===== config.mk =====
export PLATFORM = sky130hd
export DESIGN_NAME = controlador_despacho
export DESIGN_NICKNAME = d
export VERILOG_FILES = /design/src/rtl/controlador_despacho.sv
export SDC_FILE = /design/constraint.sdc
export NUM_CORES = 1
export LEC_CHECK = 0
export CAP_MARGIN = 20
export CORE_MARGIN = 1.5
export CORE_UTILIZATION = 40
export DETAILED_ROUTE_END_ITERATION = 12
export PLACE_DENSITY_LB_ADDON = 0.3
export SLEW_MARGIN = 0
export SYNTH_ARGS = -nofsm -noshare
export SYNTH_HDL_FRONTEND = slang
export SYNTH_SLANG_ARGS = --single-unit

===== constraint.sdc =====
create_clock -name clk -period 6.35 [get_ports clk]
set_clock_uncertainty 0.15 [all_clocks]
set_input_delay 0.635 -clock clk [delete_from_list [all_inputs] [get_ports clk]]
set_output_delay 0.635 -clock clk [all_outputs]
set_load 0.01 [all_outputs]

===== src/rtl/controlador_despacho.sv =====
// Dispense controller downstream of the coin adder: prices a button press against
// the balance, pulses accept, then sequences cup motor, coffee, optional milk and ready.
module controlador_despacho #(
   parameter int unsigned PRECIO_NEGRO = 5,
   parameter int unsigned PRECIO_LECHE = 7,
   parameter int unsigned T_VASO       = 50_000_000,
   parameter int unsigned T_CAFE       = 150_000_000,
   parameter int unsigned T_LECHE      = 100_000_000,
   parameter int unsigned T_LISTO      = 100_000_000,
   parameter int unsigned CW           = 28
) (
   input  logic       clk,
   input  logic       rst_n,
   input  logic [3:0] saldo,
   input  logic [1:0] seleccion,
   output logic       aceptada,
   output logic [3:0] vuelto,
   output logic       falta,
   output logic       motor_vaso,
   output logic       valv_cafe,
   output logic       valv_leche,
   output logic       listo,
   output logic       ocupado
);

   localparam logic [2:0] ESPERA = 3'd0;
   localparam logic [2:0] COBRO  = 3'd1;
   localparam logic [2:0] VASO   = 3'd2;
   localparam logic [2:0] CAFE   = 3'd3;
   localparam logic [2:0] LECHE  = 3'd4;
   localparam logic [2:0] LISTO  = 3'd5;

   localparam logic [CW-1:0] CARGA_VASO  = CW'(T_VASO - 1);
   localparam logic [CW-1:0] CARGA_CAFE  = CW'(T_CAFE - 1);
   localparam logic [CW-1:0] CARGA_LECHE = CW'(T_LECHE - 1);
   localparam logic [CW-1:0] CARGA_LISTO = CW'(T_LISTO - 1);
   localparam logic [3:0]    P_NEGRO     = 4'(PRECIO_NEGRO);
   localparam logic [3:0]    P_LECHE     = 4'(PRECIO_LECHE);

   logic [2:0]    state, state_n;
   logic [CW-1:0] cnt, cnt_n;
   logic          con_leche, con_leche_n;
   logic [3:0]    vuelto_n;
   logic          falta_n;
   logic [1:0]    sel_prev;
   logic [1:0]    pulso;
   logic [3:0]    precio;
   logic          fin;

   assign pulso  = seleccion & ~sel_prev;
   assign precio = pulso[1] ? P_LECHE : P_NEGRO;
   assign fin    = (cnt == '0);

   // Next-state, timer and latched-purchase logic
   always_comb begin
      state_n     = state;
      cnt_n       = cnt;
      con_leche_n = con_leche;
      vuelto_n    = vuelto;
      falta_n     = 1'b0;
      case (state)
         ESPERA: begin
            if (pulso == 2'b01 || pulso == 2'b10) begin
               if (saldo >= precio) begin
                  state_n     = COBRO;
                  con_leche_n = pulso[1];
                  vuelto_n    = saldo - precio;
               end else begin
                  falta_n = 1'b1;
               end
            end
         end
         COBRO: begin
            state_n = VASO;
            cnt_n   = CARGA_VASO;
         end
         VASO: begin
            if (fin) begin
               state_n = CAFE;
               cnt_n   = CARGA_CAFE;
            end else begin
               cnt_n = cnt - CW'(1);
            end
         end
         CAFE: begin
            if (fin) begin
               if (con_leche) begin
                  state_n = LECHE;
                  cnt_n   = CARGA_LECHE;
               end else begin
                  state_n = LISTO;
                  cnt_n   = CARGA_LISTO;
               end
            end else begin
               cnt_n = cnt - CW'(1);
            end
         end
         LECHE: begin
            if (fin) begin
               state_n = LISTO;
               cnt_n   = CARGA_LISTO;
            end else begin
               cnt_n = cnt - CW'(1);
            end
         end
         LISTO: begin
            if (fin) begin
               state_n  = ESPERA;
               vuelto_n = 4'd0;
            end else begin
               cnt_n = cnt - CW'(1);
            end
         end
         default: begin
            state_n = ESPERA;
            cnt_n   = '0;
         end
      endcase
   end

   // Outputs are registered from the next state so they line up with the state register
   always_ff @(posedge clk) begin
      if (!rst_n) begin
         state      <= ESPERA;
         cnt        <= '0;
         con_leche  <= 1'b0;
         vuelto     <= 4'd0;
         sel_prev   <= 2'b11;
         falta      <= 1'b0;
         aceptada   <= 1'b0;
         motor_vaso <= 1'b0;
         valv_cafe  <= 1'b0;
         valv_leche <= 1'b0;
         listo      <= 1'b0;
         ocupado    <= 1'b0;
      end else begin
         state      <= state_n;
         cnt        <= cnt_n;
         con_leche  <= con_leche_n;
         vuelto     <= vuelto_n;
         sel_prev   <= seleccion;
         falta      <= falta_n;
         aceptada   <= (state_n == COBRO);
         motor_vaso <= (state_n == VASO);
         valv_cafe  <= (state_n == CAFE);
         valv_leche <= (state_n == LECHE);
         listo      <= (state_n == LISTO);
         ocupado    <= (state_n != ESPERA);
      end
   end

endmodule

==> results.tsv, run 1 <==
metric	value	unit
clock-sinks	45	
initial_utilization	41.90	%
final_max_slew_viol_count	0	
finalNetCount	403	
die_h	88.06	um
crit_start	seleccion[1]	
tightest_slew	1041	ps
antenna_found_initial	0	
end_kind	flip-flop	
placed_cell_area	0.003113	mm2
worstSetupStartpointType	primary input	
synthTopCellsByCount	dfxtp_1, nand2_1, nor2_1	
ios	19	
grt_max_degree	30	
ir_drop	0.2012	mV
rr_startpoint	cnt[0]	
synth-seq-cells	45	
r2r_end	cnt[25]	
placement.io_buffers	18	
cts_tree	yes	
yosys.area.top_type	dfxtp_1	
synth_top_area_share	31.13	%
fin_crit	3200	ps
globalRouteOverflowTotal	0	
max_freq	0.3125	GHz
hold_viol	0	
numCtsBuffers	5	
gp_congestion	0.8908	
crit_arrival	3250	ps
synth_edf_count	0	
crit_required	6400	ps
syn_inst	383	
fillers	697	
synthFlopType	dfxtp_1	
dp_hpwl	5.803	mm
critPathKind	primary input to flip-flop	
syn_area_per_cell	7.556	um2
grt_pass1_wl	13.62	mm
htreeDepth	2	
syn-cell-area	0.002894	mm2
die_w	88.06	um
vias	2955	
rsz0062_at_grt	no	
leakage	1.240	nW
setup_viol	0	
endpoint	vuelto[0]	
maxSlewHeadroom	30.37	%
drive_gt1_share	6.394	%
drt-total-wl	8.170	mm
syn_nets	396	
wire_per_inst	16.78	um
r2r_slack	3170	ps
worstHoldPathType	flip-flop to flip-flop	
antenna_left	0	
grt_pass1_vias	2650	
status	finished, final reports clean	
drt_iter0_drc	442	
yosys_warnings	0	
insertion_delay	310	ps
cap_violations	0	
postCtsResizedCells	0	
yosysMostFrequentCell	dfxtp_1	
post_cts_buffers	0	
ys_async_sr_fraction	0	%
ys_top_cells_by_area	dfxtp_1, nand2_1, o21ai_0	
worstPathMaxFanout	8	
via_per_inst	6.068	
synthToLayoutAreaGrowth	10.94	%
design_area	0.003211	mm2
finalCritPeriodShare	50.40	%
reg2regPathDepth	8	
yosysSeqAreaShare	31.13	%
grtUsageTotal	22.32	%
diodes	0	
dr.pass1.iters	5	
synth_cell_types	64	
drc	0	
fin_setup_tns	0	ps
path_clk_slew	100	ps
cts_buffer_depth	2	
coreArea	0.006907	mm2
power_density	455.6	mW/mm2
cts_hold_buf	0	
die-area	0.007755	mm2
fp-row-count	30	
cts_root_buf	clkbuf_8	
==> cell type report <==
type	count	area [um2]	share of cell area [%]
repair buffers	20	195.2	6.079
multi-input cells	306	1852	57.68
clock inverters	3	28.78	0.8963
clock buffers	5	68.82	2.143
flip-flops and latches	45	900.9	28.06
well taps	96	120.1	3.741
inverters	12	45.04	1.403
==> per-stage QoR <==
stage          total power, W  hold WS (ps)  cells  worst slack, ps  util, %
6_report             0.001463         319.8    487             3150    46.49
5_1_grt              0.001567         350.7    487             2798    46.49
2_1_floorplan        0.001062         306.0    383             3605        -
3_3_place_gp         0.001242         299.7    479             2973    45.07
3_5_place_dp         0.001240         310.5    479             2808    45.07
4_1_cts              0.001440         324.0    487             3134    46.49
==> worst max-delay path: stages <==
cell and delay, ps:
clkdlybuf4s50_1 460, nor2b_1 330, inv_1 90, ha_1 310, ha_1 180, nand2b_1 150, a21oi_1 270, nor2_1 130
o22ai_1 450, or3_1 180, a21boi_0 70
==> power by group <==
group	internal [W]	total [W]	switching, W
Sequential	0.000331	0.000403	0.0000718
Combinational	0.000302	0.000860	0.000558
Clock	0.0000833	0.000199	0.000116
Total	0.000716	0.00146	0.000746
==> placed cells by master, fill, tap and decap left out, types with 8 or more instances in the layout <==
| cell | count |
|---|---|
| a21oi_1 | 28 |
| clkdlybuf4s50_1 | 18 |
| dfxtp_1 | 45 |
| inv_1 | 12 |
| nand2_1 | 43 |
| nand3_1 | 9 |
| nor2_1 | 38 |
| nor2b_1 | 8 |
| nor3_1 | 16 |
| nor4_1 | 9 |
| o21ai_0 | 29 |
| or3_1 | 9 |
==> worst min-delay path by stage <==
stage / startpoint / end / cells after the start
floorplan: cnt[7] / cnt[7] / 2
global placement: vuelto[3] / vuelto[3] / 2
detailed placement: vuelto[2] / vuelto[2] / 2
CTS: vuelto[2] / vuelto[2] / 2
global route: vuelto[1] / vuelto[1] / 2
finish: vuelto[1] / vuelto[1] / 2
==> metal layers <==
layer  share of wire [%]  wire, um  global-route usage (%)  vias up
li1                    -         -                       -     1409
met1                  45      3694                   32.34     1359
met2                  43      3537                   34.49      157
met3                 9.1       743                   3.487       30
met4                 2.4       195                   5.824        0
met5                   0         0                       0        -
==> flip-flops by register name, summed over array words and instances, names as in the netlist <==
name and count:
motor_vaso 1, con_leche 1, cnt 28, valv_cafe 1
sel_prev 2, aceptada 1, falta 1, ocupado 1
state 3, vuelto 4, valv_leche 1, listo 1
==> cells by family after synthesis <==
kind of cell    count (synthesis)  share of synthesized area, %
compound gates                117                         25.90
mux                             3                         1.081
xor+xnor                        7                         2.119
buf+inv                        32                         4.885
simple gates                  174                         32.47
flops                          45                         31.13
fa+ha+maj                       5                         2.421
Note: power is estimated with default switching activity, not from simulation.
==> inputs of run 2 (changes only) <==
clock period = 2.69 ns   (was 6.35 ns; I/O delays follow)
==> run 2 against run 1 <==
Effect of this change:
- global-route usage increased by 1.9 points
- core utilization grew 3.4 points
- first-iteration DRC count shrank 34%
- final area grew 7.3%
- critical endpoint is now cnt[27]
- critical path depth fell by 3
- combinational power rose to 2.8 times the previous value
- cell count rose by 6.6%
- clock-buffer cell count is the same
- die area unchanged
- total power grew to 2.6 times the previous value
- register-to-register slack got worse by 3000 ps
==> results.tsv, run 2 (synthesized netlist as in run 1, its figures left out) <==
metric	value	unit	change
grt_max_degree	29		-3.3%
crit_arrival	2570	ps	-680 ps
placement.io_buffers	18		unchanged
power_density	1103	mW/mm2	+140%
final_max_slew_viol_count	0		unchanged
highest_layer	met4		
path_clk_slew	100	ps	about the same
antenna_found_initial	0		unchanged
pwr-share-comb	63.7	%	+4.9 points
worstHoldPathType	flip-flop to flip-flop		
cp.buffers_inverters	1		-1
crit_family	simple AND/OR/NAND/NOR gates		
cp_num_cells	8		-3
diodes	0		unchanged
worstPathMaxFanout	6		-2
die_h	88.06	um	unchanged
whs	309.3	ps	-10.51 ps
top_register	cnt		
antenna_left	0		unchanged
clock-sinks	45		unchanged
wire_per_inst	16.70	um	-0.47%
r2r_slack	170	ps	-3000 ps
drt-total-wl	8.666	mm	+6.1%
ios	19		unchanged
insertion_delay	310	ps	about the same
multiInputGateArea	0.001853	mm2	about the same
met3_length	784	um	+5.5%
drt-met1-wl	3.812	mm	+3.2%
status	finished, final reports clean		
worstSetupStartpointType	flip-flop		
coreArea	0.006907	mm2	unchanged
tightest_slew	536.4	ps	-504.1 ps
drc	0		unchanged
drt_iter0_drc	290		-34%
r2r_end	cnt[27]		
grt_pass1_vias	2843		+7.3%
maxSlewHeadroom	63.91	%	+34 points
pre_cts_slack	-15.77	ps	-2824 ps
place_inst	511		+6.7%
max_freq	0.3972	GHz	
leakage	1.382	nW	+11%
worst_slack	172.6	ps	-2977 ps
htreeDepth	2		unchanged
rr_startpoint	cnt[0]		
critPathSlowestCell	o41a_1		
numCtsBuffers	5		unchanged
layout_common_cells	dfxtp_1, nand2_1, nor2_1		
crit_required	2740	ps	-3660 ps
holdPathEnd	vuelto[3]		
wl_met2	3.868	mm	+9.4%
setup_viol	0		unchanged
switchingPower	0.001824	W	+140%
cp_cell_sequence	inv_1, ha_1, nor4b_1, and4_2, nand2b_1, a22oi_1, nor3b_1, o41a_1		
synthToLayoutAreaGrowth	19.07	%	
layout.cells.non_filler	519		+6.6%
postCtsResizedCells	0		unchanged
cts_root_buf	clkbuf_8		
cts_hold_buf	0		unchanged
finalCritPeriodShare	93.58	%	
ir_drop	0.4825	mV	+140%
seqPwrFrac	24.6	%	-2.9 points
rsz0062_at_grt	yes		
final_common_cell	dfxtp_1		
die-area	0.007755	mm2	unchanged
post_cts_buffers	0		unchanged
hold-path-cell-count	2		unchanged
initial_utilization	41.90	%	unchanged
finalCoreUtilization	49.89	%	+3.4 points
grt_pass1_wl	14.55	mm	+6.8%
switching_share	47.96	%	-3.1 points
gp_congestion	0.9779		+9.8%
vias	3062		+3.6%
via_per_inst	5.900		-2.8%
reg2regPathDepth	8		unchanged
hold_viol	0		unchanged
finalNetCount	435		+7.9%
dp_hpwl	6.598	mm	+14%
total_power	0.003802	W	+160%
fp-row-count	30		unchanged
dr.pass1.iters	5		unchanged
fillers	699		+0.29%
intPower	0.001979	W	+180%
ff_latch_area	900.9	um2	unchanged
power_frac_clock	11.6	%	-2.0 points
fin_crit	2517	ps	
largest_reg_flops	28		unchanged
critPathKind	flip-flop to flip-flop		
die_w	88.06	um	unchanged
drive_gt1_share	13.71	%	+7.3 points
cts_tree	yes		
min-delay-start	vuelto[3]		
reg_top3	cnt (28), vuelto (4), state (3)		
globalRouteOverflowTotal	0		unchanged
cap_violations	0		unchanged
end_kind	flip-flop		
crit_path_max_incr_delay	400	ps	-60 ps
grtUsageTotal	24.17	%	+1.9 points
cts_buffer_depth	2		unchanged
[run 2: changes by cell type in the layout (fill, tap and decap cells not counted), sizes merged]
cell | previous run | this run
clkinvlp | 0 | 3
inv | 15 | 12
buf | 2 | 34
[run 2: metal layers]
layer	up-vias	track usage, %
li1	1483	-
met1	1423	34.31
met2	136	36.29
met3	20	4.807
met4	0	8.665
met5	-	0
[run 2: per-stage QoR]
| step | cell area [um2] | setup TNS (ps) |
|---|---|---|
| finish | 3446 | 0 |
| detailed placement | 3353 | -32.11 |
| floorplan | 2894 | 0 |
| global route | 3446 | -85.02 |
| global placement | 3353 | 0 |
| CTS | 3445 | 0 |
[run 2: power by group through the flow]
stage | sequential [W] | clock (W) | combinational (W)
finish | 0.000937 | 0.000442 | 0.00242
global route | 0.000957 | 0.000478 | 0.00265
CTS | 0.000931 | 0.000450 | 0.00237
detailed placement | 0.000945 | 0 | 0.00235
global placement | 0.000944 | 0 | 0.00232
floorplan | 0.000911 | 0 | 0.00160
[run 2: worst max-delay path by stage]
stage                endpoint    startpoint  slack (ps)
floorplan           vuelto[0]  seleccion[1]         310
global placement    vuelto[2]  seleccion[1]          70
detailed placement  vuelto[2]  seleccion[1]         -20
CTS                   cnt[14]        cnt[0]         170
global route        vuelto[0]        cnt[0]         -30
finish                cnt[27]        cnt[0]         170
[run 2: worst min-delay path, stage by stage, from the launching register on]
cell      delay, ps
dfxtp_1         320
nand2_1          50
a21boi_1         50
[run 2: final cells by class]
cell class                 instances  share of cell area (%)
sequential                        45                   26.14
inverter                          12                   1.307
clock buffer                       5                   1.997
tap                               96                   3.486
clock inverter                     3                  0.6536
multi-input combinational        306                   53.78
timing repair buffer              52                   12.64
==> inputs of run 3 (changes only) <==
CORE_MARGIN = 2   (was 1.5)
==> run 3 against run 2 <==
Effect of this change:
- flip-flop and latch count did not move
- via count rose by 2.7%
- worst setup slack improved by 11 ps
- clock power rose by 21%
- clock-buffer cell count did not move
- register-to-register slack barely moved
- largest power group unchanged
- combinational power barely moved
- die area rose by 2.3%
- fmax rose by 0.43%
==> results.tsv, run 3 (synthesized netlist as in run 1, its figures left out) <==
metric	value	unit	change
reg_top3	cnt (28), vuelto (4), state (3)		
synthToLayoutAreaGrowth	19.97	%	
worst_slack	183.4	ps	+10.78 ps
r2r_slack	180	ps	about the same
crit_arrival	2580	ps	about the same
setup_viol	0		unchanged
dp_hpwl	6.523	mm	-1.1%
fin_setup_tns	0	ps	unchanged
cp_cell_sequence	inv_1, ha_1, nor4b_2, and4_2, a21o_1, a21oi_1, a21oi_1, o211ai_1		
rr_startpoint	cnt[0]		
fp-row-count	31		+3.3%
ir_drop	0.4787	mV	-0.80%
reg2regPathDepth	8		unchanged
pre_cts_slack	19.70	ps	+35.47 ps
die_w	89.06	um	+1.1%
drt-total-wl	8.724	mm	+0.67%
holdPathEnd	vuelto[3]		
globalRouteOverflowTotal	0		unchanged
gp_congestion	0.9410		-3.8%
tightest_slew	653.0	ps	+116.6 ps
clock-sinks	45		unchanged
rsz0062_at_grt	no		
critPathSlowestCell	a21oi_1		
seqPwrFrac	24.0	%	-0.6 points
end_kind	flip-flop		
drive_gt1_share	13.57	%	-0.14 points
switchingPower	0.001855	W	+1.7%
placement.io_buffers	18		unchanged
status	finished, final reports clean		
htreeDepth	2		unchanged
worstHoldPathType	flip-flop to flip-flop		
die_h	89.06	um	+1.1%
via_per_inst	6.062		+2.7%
hold_viol	0		unchanged
cts_hold_buf	0		unchanged
initial_utilization	40.55	%	-1.4 points
pwr-share-comb	62.4	%	-1.3 points
crit_top_cell	a21oi_1		
diodes	0		unchanged
finalNetCount	432		-0.69%
hold-path-cell-count	2		unchanged
worstSetupStartpointType	flip-flop		
crit_required	2760	ps	+20 ps
finalCritPeriodShare	93.18	%	-0.40 points
coreArea	0.007137	mm2	+3.3%
max_freq	0.3989	GHz	+0.43%
leakage	1.392	nW	+0.79%
grtUsageTotal	23.50	%	-0.67 points
worstPathMaxFanout	7		+1
intPower	0.002062	W	+4.2%
cap_violations	0		unchanged
antenna_found_initial	0		unchanged
grt_pass1_vias	2965		+4.3%
cts_tree	yes		
layout_common_cells	dfxtp_1, nand2_1, nor2_1		
final_common_cell	dfxtp_1		
critPathKind	flip-flop to flip-flop		
total_power	0.003918	W	+3.0%
drt_iter0_drc	340		+17%
top_register	cnt		
drc	0		unchanged
r2r_end	cnt[16]		
insertion_delay	310	ps	about the same
fin_crit	2507	ps	-10.78 ps
min-delay-start	vuelto[3]		
die-area	0.007932	mm2	+2.3%
grt_pass1_wl	14.53	mm	about the same
wire_per_inst	16.81	um	+0.67%
switching_share	47.36	%	-0.60 points
maxSlewHeadroom	56.47	%	-7.4 points
crit_path_max_incr_delay	540	ps	+140 ps
largest_reg_flops	28		unchanged
path_clk_slew	100	ps	about the same
power_frac_clock	13.6	%	+2.0 points
fillers	717		+2.6%
dr.pass1.iters	7		+2
final_max_slew_viol_count	0		unchanged
numCtsBuffers	5		unchanged
post_cts_buffers	0		unchanged
antenna_left	0		unchanged
vias	3146		+2.7%
cts_buffer_depth	2		unchanged
ios	19		unchanged
cts_root_buf	clkbuf_8		
grt_max_degree	29		unchanged
power_density	1128	mW/mm2	+2.3%
## run 3: cell types whose count changed in the layout (fill, tap and decap cells not counted), sizes merged
cell and delta:
buf -3, clkinvlp -2, bufinv +1, clkinv +1
## run 3: metal layers
| layer | global-route usage, % | wire [um] | up-vias |
|---|---|---|---|
| met1 | 31.73 | 3760 | 1470 |
| met5 | 0 | 0 | - |
| met4 | 8.548 | 196 | 0 |
| met3 | 3.416 | 757 | 25 |
| li1 | - | - | 1470 |
| met2 | 38.33 | 4010 | 181 |
## run 3: repair_timing
| action | CTS | global route |
|---|---|---|
| gates resized for setup | 0 | 4 |
| hold endpoints to repair | 0 | 0 |
| setup endpoints to repair | 0 | 25 |
## run 3: power groups by stage
stage | registers, W | logic, W | clock network, W
floorplan | 0.000911 | 0.00160 | 0
global placement | 0.000945 | 0.00230 | 0
detailed placement | 0.000949 | 0.00234 | 0
CTS | 0.000934 | 0.00235 | 0.000539
global route | 0.000957 | 0.00265 | 0.000559
finish | 0.000940 | 0.00244 | 0.000533
## run 3: worst max-delay path by stage
stage	from	end	slack [ps]
2_1_floorplan	seleccion[1]	vuelto[0]	310
3_3_place_gp	seleccion[1]	vuelto[2]	60
3_5_place_dp	seleccion[1]	vuelto[3]	20
4_1_cts	cnt[0]	cnt[25]	100
5_1_grt	cnt[0]	cnt[16]	30
6_report	cnt[0]	cnt[16]	180
## run 3: layout make-up
cell class              instances  area [um2]  area share [%]
flip-flops and latches         45       900.9           25.95
clock buffers                   5       68.82           1.982
multi-input cells             306        1862           53.62
clock inverters                 3       46.29           1.333
inverters                      12       45.04           1.297
well taps                      99       123.9           3.568
repair buffers                 49       425.4           12.25
## run 3: through the flow
step | instances | cell area [um2] | utilization [%] | hold WS, ps
6_report | 519 | 3472 | 48.65 | 309.5
4_1_cts | 519 | 3462 | 48.51 | 316.9
5_1_grt | 519 | 3472 | 48.65 | 340.6
3_3_place_gp | 511 | 3347 | 46.90 | 296.4
3_5_place_dp | 511 | 3347 | 46.90 | 299.7
2_1_floorplan | 383 | 2894 | - | 191.8
## run 3: worst max-delay path, delay by kind of cell (launching register included)
family / cells / cell delay [ps]
AO/OA/AOI/OAI: 4 / 1060
AND/OR/NAND/NOR: 2 / 470
flip-flops: 1 / 420
adder cells (fa/ha/maj): 1 / 240
buffers and inverters: 1 / 80
